**config.mk**
```make
export PLATFORM = sky130hd
export DESIGN_NAME = traffic_phase_ctrl
export DESIGN_NICKNAME = d
export VERILOG_FILES = /design/src/rtl/traffic_phase_ctrl.sv
export SDC_FILE = /design/constraint.sdc
export NUM_CORES = 1
export LEC_CHECK = 0
export CORE_UTILIZATION = 45
export CTS_CLUSTER_DIAMETER = 100
export DETAILED_ROUTE_END_ITERATION = 8
export PLACE_DENSITY = 0.85
export REMOVE_ABC_BUFFERS = 1
export SLEW_MARGIN = 25
export SYNTH_ARGS = -nofsm -noshare
export SYNTH_HDL_FRONTEND = slang
export SYNTH_SLANG_ARGS = --single-unit
```
**constraint.sdc**
```tcl
create_clock -name CLK -period 2.1 [get_ports CLK]
set_input_delay 0.42 -clock CLK [delete_from_list [all_inputs] [get_ports CLK]]
set_output_delay 0.42 -clock CLK [all_outputs]
set_load 0.005 [all_outputs]
```
**src/rtl/traffic_phase_ctrl.sv**
```systemverilog
// Intersection phase sequencer driving a time_fsm timer, vehicle lamps,
// a pedestrian WALK lamp and a night flashing-yellow mode.
module traffic_phase_ctrl #(
    parameter int unsigned GREEN_NS_S = 20,
    parameter int unsigned GREEN_EW_S = 15,
    parameter int unsigned YELLOW_S   = 3,
    parameter int unsigned ALLRED_S   = 1,
    parameter int unsigned WALK_S     = 10,
    parameter int unsigned FLASH_S    = 1
) (
    input  logic        CLK,
    input  logic        reset,
    input  logic        enable,
    input  logic        ped_req,
    input  logic        night_mode,
    input  logic        finished,
    output logic        tmr_enable,
    output logic        tmr_reset,
    output logic [15:0] secondsToCount,
    output logic [2:0]  ns_lamp,
    output logic [2:0]  ew_lamp,
    output logic        walk,
    output logic [3:0]  phase
);

    typedef enum logic [3:0] {
        S_NS_G      = 4'd0,
        S_NS_Y      = 4'd1,
        S_AR1       = 4'd2,
        S_EW_G      = 4'd3,
        S_EW_Y      = 4'd4,
        S_AR2       = 4'd5,
        S_WALK      = 4'd6,
        S_NIGHT_ON  = 4'd7,
        S_NIGHT_OFF = 4'd8
    } state_t;

    localparam logic [2:0] L_RED = 3'b100;
    localparam logic [2:0] L_YEL = 3'b010;
    localparam logic [2:0] L_GRN = 3'b001;
    localparam logic [2:0] L_OFF = 3'b000;

    localparam bit PARAMS_OK = (GREEN_NS_S != 0) && (GREEN_EW_S != 0) &&
                               (YELLOW_S != 0) && (ALLRED_S != 0) &&
                               (WALK_S != 0) && (FLASH_S != 0);

    state_t      state;
    state_t      state_nxt;
    logic [1:0]  blank;
    logic        ped_pending;
    logic        resume_ew;
    logic        advance;
    logic [2:0]  ns_nxt;
    logic [2:0]  ew_nxt;
    logic        walk_nxt;
    logic [15:0] secs_nxt;

    assign tmr_enable = enable;
    assign phase      = state;

    // finished from the timer is stale until two cycles into a phase
    assign advance = enable && finished && (blank == 2'd0);

    always_ff @(posedge CLK) begin
        if (reset) begin
            state          <= S_AR1;
            blank          <= 2'd2;
            ped_pending    <= 1'b0;
            resume_ew      <= 1'b0;
            tmr_reset      <= 1'b1;
            secondsToCount <= 16'(ALLRED_S);
            ns_lamp        <= L_RED;
            ew_lamp        <= L_RED;
            walk           <= 1'b0;
        end else begin
            tmr_reset <= 1'b0;
            if (enable && blank != 2'd0) begin
                blank <= blank - 2'd1;
            end
            if (advance) begin
                state          <= state_nxt;
                blank          <= 2'd2;
                tmr_reset      <= 1'b1;
                secondsToCount <= secs_nxt;
                ns_lamp        <= ns_nxt;
                ew_lamp        <= ew_nxt;
                walk           <= walk_nxt;
                if (state_nxt == S_WALK) begin
                    resume_ew <= (state == S_AR1);
                end
            end
            if (advance && state_nxt == S_WALK) begin
                ped_pending <= 1'b0;
            end else if (ped_req && state != S_WALK) begin
                ped_pending <= 1'b1;
            end
        end
    end

    always_comb begin
        state_nxt = state;
        unique case (state)
            S_NS_G: state_nxt = S_NS_Y;
            S_NS_Y: state_nxt = S_AR1;
            S_AR1: begin
                if (night_mode) state_nxt = S_NIGHT_ON;
                else if (ped_pending) state_nxt = S_WALK;
                else state_nxt = S_EW_G;
            end
            S_EW_G: state_nxt = S_EW_Y;
            S_EW_Y: state_nxt = S_AR2;
            S_AR2: begin
                if (night_mode) state_nxt = S_NIGHT_ON;
                else if (ped_pending) state_nxt = S_WALK;
                else state_nxt = S_NS_G;
            end
            S_WALK:     state_nxt = resume_ew ? S_EW_G : S_NS_G;
            S_NIGHT_ON: state_nxt = S_NIGHT_OFF;
            S_NIGHT_OFF: begin
                state_nxt = night_mode ? S_NIGHT_ON : S_AR1;
            end
            default: state_nxt = S_AR1;
        endcase
    end

    always_comb begin
        ns_nxt   = L_RED;
        ew_nxt   = L_RED;
        walk_nxt = 1'b0;
        secs_nxt = 16'(ALLRED_S);
        unique case (state_nxt)
            S_NS_G: begin
                ns_nxt   = L_GRN;
                secs_nxt = 16'(GREEN_NS_S);
            end
            S_NS_Y: begin
                ns_nxt   = L_YEL;
                secs_nxt = 16'(YELLOW_S);
            end
            S_EW_G: begin
                ew_nxt   = L_GRN;
                secs_nxt = 16'(GREEN_EW_S);
            end
            S_EW_Y: begin
                ew_nxt   = L_YEL;
                secs_nxt = 16'(YELLOW_S);
            end
            S_WALK: begin
                walk_nxt = 1'b1;
                secs_nxt = 16'(WALK_S);
            end
            S_NIGHT_ON: begin
                ns_nxt   = L_YEL;
                ew_nxt   = L_YEL;
                secs_nxt = 16'(FLASH_S);
            end
            S_NIGHT_OFF: begin
                ns_nxt   = L_OFF;
                ew_nxt   = L_OFF;
                secs_nxt = 16'(FLASH_S);
            end
            default: secs_nxt = 16'(ALLRED_S);
        endcase
    end

    always @(posedge CLK) begin
        if (!reset) begin
            assert (PARAMS_OK)
                else $error("traffic_phase_ctrl: zero-length phase parameter");
        end
    end

endmodule

```
==> results.md, run 1 <==
* Status: finished, final reports clean
* Crit path arrival time at 2130 ps
* Pint at 0.620 mW
* Post-layout worst setup margin at 137 ps
* Family with the most delay on the worst path: compound AO/OA/AOI/OAI gates
* ANT cells at 0
* Crit. End Element: flop
* Hold Path Class: reg2reg
* Net Sw Frac at 0.295
* Synth Cell Area at 0.00118 mm²
* Seq/Total Area, Yosys at 0.356
* Total power at 0.880 mW
* Crit-path max FO at 3
* Final hold vios at 0
* Peak VDD IR at 0.000613 V
* Worst-case clock buffer depth at 2
* Drt initial violations at 37
* Largest net degree at the start of global routing at 16
* GRT overflow at 0
* CP peak stage delay at 430 ps
* Syn avg cell area at 8.15 µm²
* Ports at 35
* H-tree depth at 1
* Fin crit share at 0.935
* #FFs+latches synth at 21
* FP Rows at 18
* Post-DP HPWL at 2.03 mm
* Vias per cell at 5.54
* Register area at 420 µm²
* Drt pass-1 iters at 4
* Critical path class: in2reg
* DP Worst Slack at -147 ps
* Setup TNS at 0 ps
* Critical path, cell by cell: clkdlybuf4s50_1 -> or3b_4 -> a221o_1 -> buf_4 -> o21ai_1 -> a41oi_1
* Setup Fix Bufs, Post-CTS at 0
* Post-layout util at 0.603
* Initial antenna violation count at 0
* Hold-fix buffers, CTS at 0
* Period minus WS final at 1960 ps
* Port buffer count at 23
* Lkg Pwr at 0.577 nW
* Slowest library cell on the worst path: clkdlybuf4s50_1
* Sink Count at 21
* Slew Limit Fails at 0
* Average wire per standard cell at 13.1 µm
* GP Congestion at 0.879
* Die ar. at 0.00283 mm²
* Clock power frac at 0.216
* Post-CTS sizing at 0
* Sw power at 0.260 mW
* Layout cells sized above 1 at 0.131
* Highest clock rate at 509 MHz
* YS warnings at 0
* Clk_skew at 1.04 ps
* CP bufs+invs at 2
* Startpoint Class: input pin
* Die width at 53.2 µm
* Comb pwr share at 0.290
* Vias in the first global route at 1051
* Part of the power in registers at 0.494
* GRT Util Overall at 0.222
* Count of unique library cells instantiated by Yosys at 42
* Number of remaining DRC errors at 0
* Unrepaired setup endpoints after global routing: no
* CTS Buf Count at 3
* Total of max-cap violations at 0
* CTS tree: built
* Worst-Skew Late Latency at 300 ps
* Clock transition at path regs at 110 ps
* Synthesized instance count at 145
* Clock tree root buffer cell: clkbuf_4
* Total core area at 0.00248 mm²
* Area grow syn2layout at 26.4%
* Via Count at 1141
* Starting density of the core at 0.477
* First-pass GRT wire length at 4.48 mm
* Final setup viols at 0
* Layout Nets at 184
* Layout fillers at 229
* DRT antenna net count at 0
* Cell area power density at 590 mW/mm²
* Routed WL at 2.70 mm
* Required @ worst endpoint at 2270 ps
* Multi-input gate area at 662 µm²
* Die height at 53.2 µm
[metrics by stage]
step	area (µm²)	hold WS, ps	std cells
floorplan	1090	442	135
global placement	1470	438	202
detailed placement	1470	446	202
CTS	1490	462	206
global route	1490	481	206
finish	1490	461	206
[sequential cells by signal, summed over array words and instances (netlist names)]
register and count:
tmr_reset 1, blank 2, phase 4, secondsToCount 5, walk 1, ew_lamp 3, ped_pending 1, resume_ew 1
ns_lamp 3
[per-layer routing]
metal  vias to the layer above  part of all wire  track usage
met1                       523              0.40        0.268
met2                        59              0.49        0.356
li1                        553                 -            -
met5                         -                 0            0
met4                         0             0.025        0.118
met3                         6             0.089       0.0546
[power groups by stage]
stage | registers [mW] | logic, mW | clock network, mW
2_1_floorplan | 0.446 | 0.142 | 0
3_3_place_gp | 0.443 | 0.242 | 0
3_5_place_dp | 0.444 | 0.251 | 0
4_1_cts | 0.435 | 0.252 | 0.197
5_1_grt | 0.438 | 0.283 | 0.217
6_report | 0.435 | 0.255 | 0.190
[cell type report]
cell class,count,share of cell area
multi-input combinational,111,0.443
timing repair buffer,37,0.225
sequential,21,0.282
clock buffer,4,0.0176
tap,30,0.0251
inverter,3,0.00754
[path summary, 6_finish.rpt]
path                                   from           endpoint  slack [ps]  depth (start not counted)
worst max-delay path             night_mode  secondsToCount[0]         140                          6
worst min-delay path             ns_lamp[0]         ns_lamp[0]         460                          2
worst max register to register  ped_pending  secondsToCount[0]         310                          5
worst min register to register   ns_lamp[0]         ns_lamp[0]         460                          2
[cells by family (layout without fill, tap and decap cells)]
| logic type | Yosys count | in the layout | share of synthesized area |
|---|---|---|---|
| flip-flops | 21 | 21 | 0.356 |
| XOR/XNOR | 2 | 2 | 0.0148 |
| AND/OR/NAND/NOR | 55 | 55 | 0.243 |
| multiplexers | 3 | 3 | 0.0265 |
| other | 1 | 11 | 0.00317 |
| adder cells (fa/ha/maj) | 1 | 1 | 0.0106 |
| AO/OA/AOI/OAI | 39 | 39 | 0.231 |
| buffers and inverters | 23 | 44 | 0.115 |
[worst register-to-register path: stages, from the launching register on]
cell and delay, ps:
dfxtp_1 350, or3b_4 400, a221o_1 420, buf_4 170
o21ai_1 170, a41oi_1 150
[synthesized netlist by cell type]
cell	count	share of area
ha_1	1	0.011
o22ai_1	2	0.011
xnor2_1	2	0.015
o311ai_2	1	0.014
o21ai_1	4	0.017
nand2b_1	7	0.037
a211oi_1	6	0.038
buf_2	4	0.017
o2bb2ai_1	1	0.0074
or3_1	1	0.0053
nor2b_1	2	0.011
or3b_4	1	0.0095
nand4b_1	1	0.0074
a21o_1	1	0.0064
mux2_2	1	0.0095
a21oi_1	14	0.059
nand3b_1	3	0.019
a22oi_2	1	0.011
clkbuf_1	4	0.013
nor2b_2	1	0.0074
inv_1	3	0.0095
o31ai_1	1	0.0064
o211ai_1	1	0.0064
nand4bb_1	1	0.0095
a311oi_1	1	0.0074
and3_1	1	0.0053
nor2_1	15	0.048
a221oi_2	1	0.013
and2_1	1	0.0053
a211o_1	2	0.015
buf_4	12	0.076
mux2i_1	2	0.017
nand3_1	4	0.017
dfxtp_1	21	0.36
conb_1	1	0.0032
nand4_1	1	0.0053
nor3_1	3	0.013
a41oi_1	1	0.0074
or2_1	1	0.0053
a221o_1	1	0.0085
o21ai_0	1	0.0042
nand2_1	12	0.038
[placed cells by master, fill, tap and decap left out, types with 3 or more instances in the layout]
master,instances
nand2b_1,7
a21oi_1,14
buf_4,14
dfxtp_1,21
o21ai_1,4
nand3_1,4
conb_1,11
clkbuf_4,3
nor2_1,15
nand3b_1,3
nor3_1,3
clkdlybuf4s50_1,23
inv_1,3
nand2_1,12
a211oi_1,6
Power figures use the tool's default switching activity.
==> run 2: changes to the inputs <==
--- a/config.mk
+++ b/config.mk
@@ -10,6 +10,7 @@
 export DETAILED_ROUTE_END_ITERATION = 8
 export PLACE_DENSITY = 0.85
 export REMOVE_ABC_BUFFERS = 1
+export SKIP_LAST_GASP = 1
 export SLEW_MARGIN = 25
 export SYNTH_ARGS = -nofsm -noshare
 export SYNTH_HDL_FRONTEND = slang
==> results of run 2 <==
Final layout, timing and power as in run 1 (identical DEF).
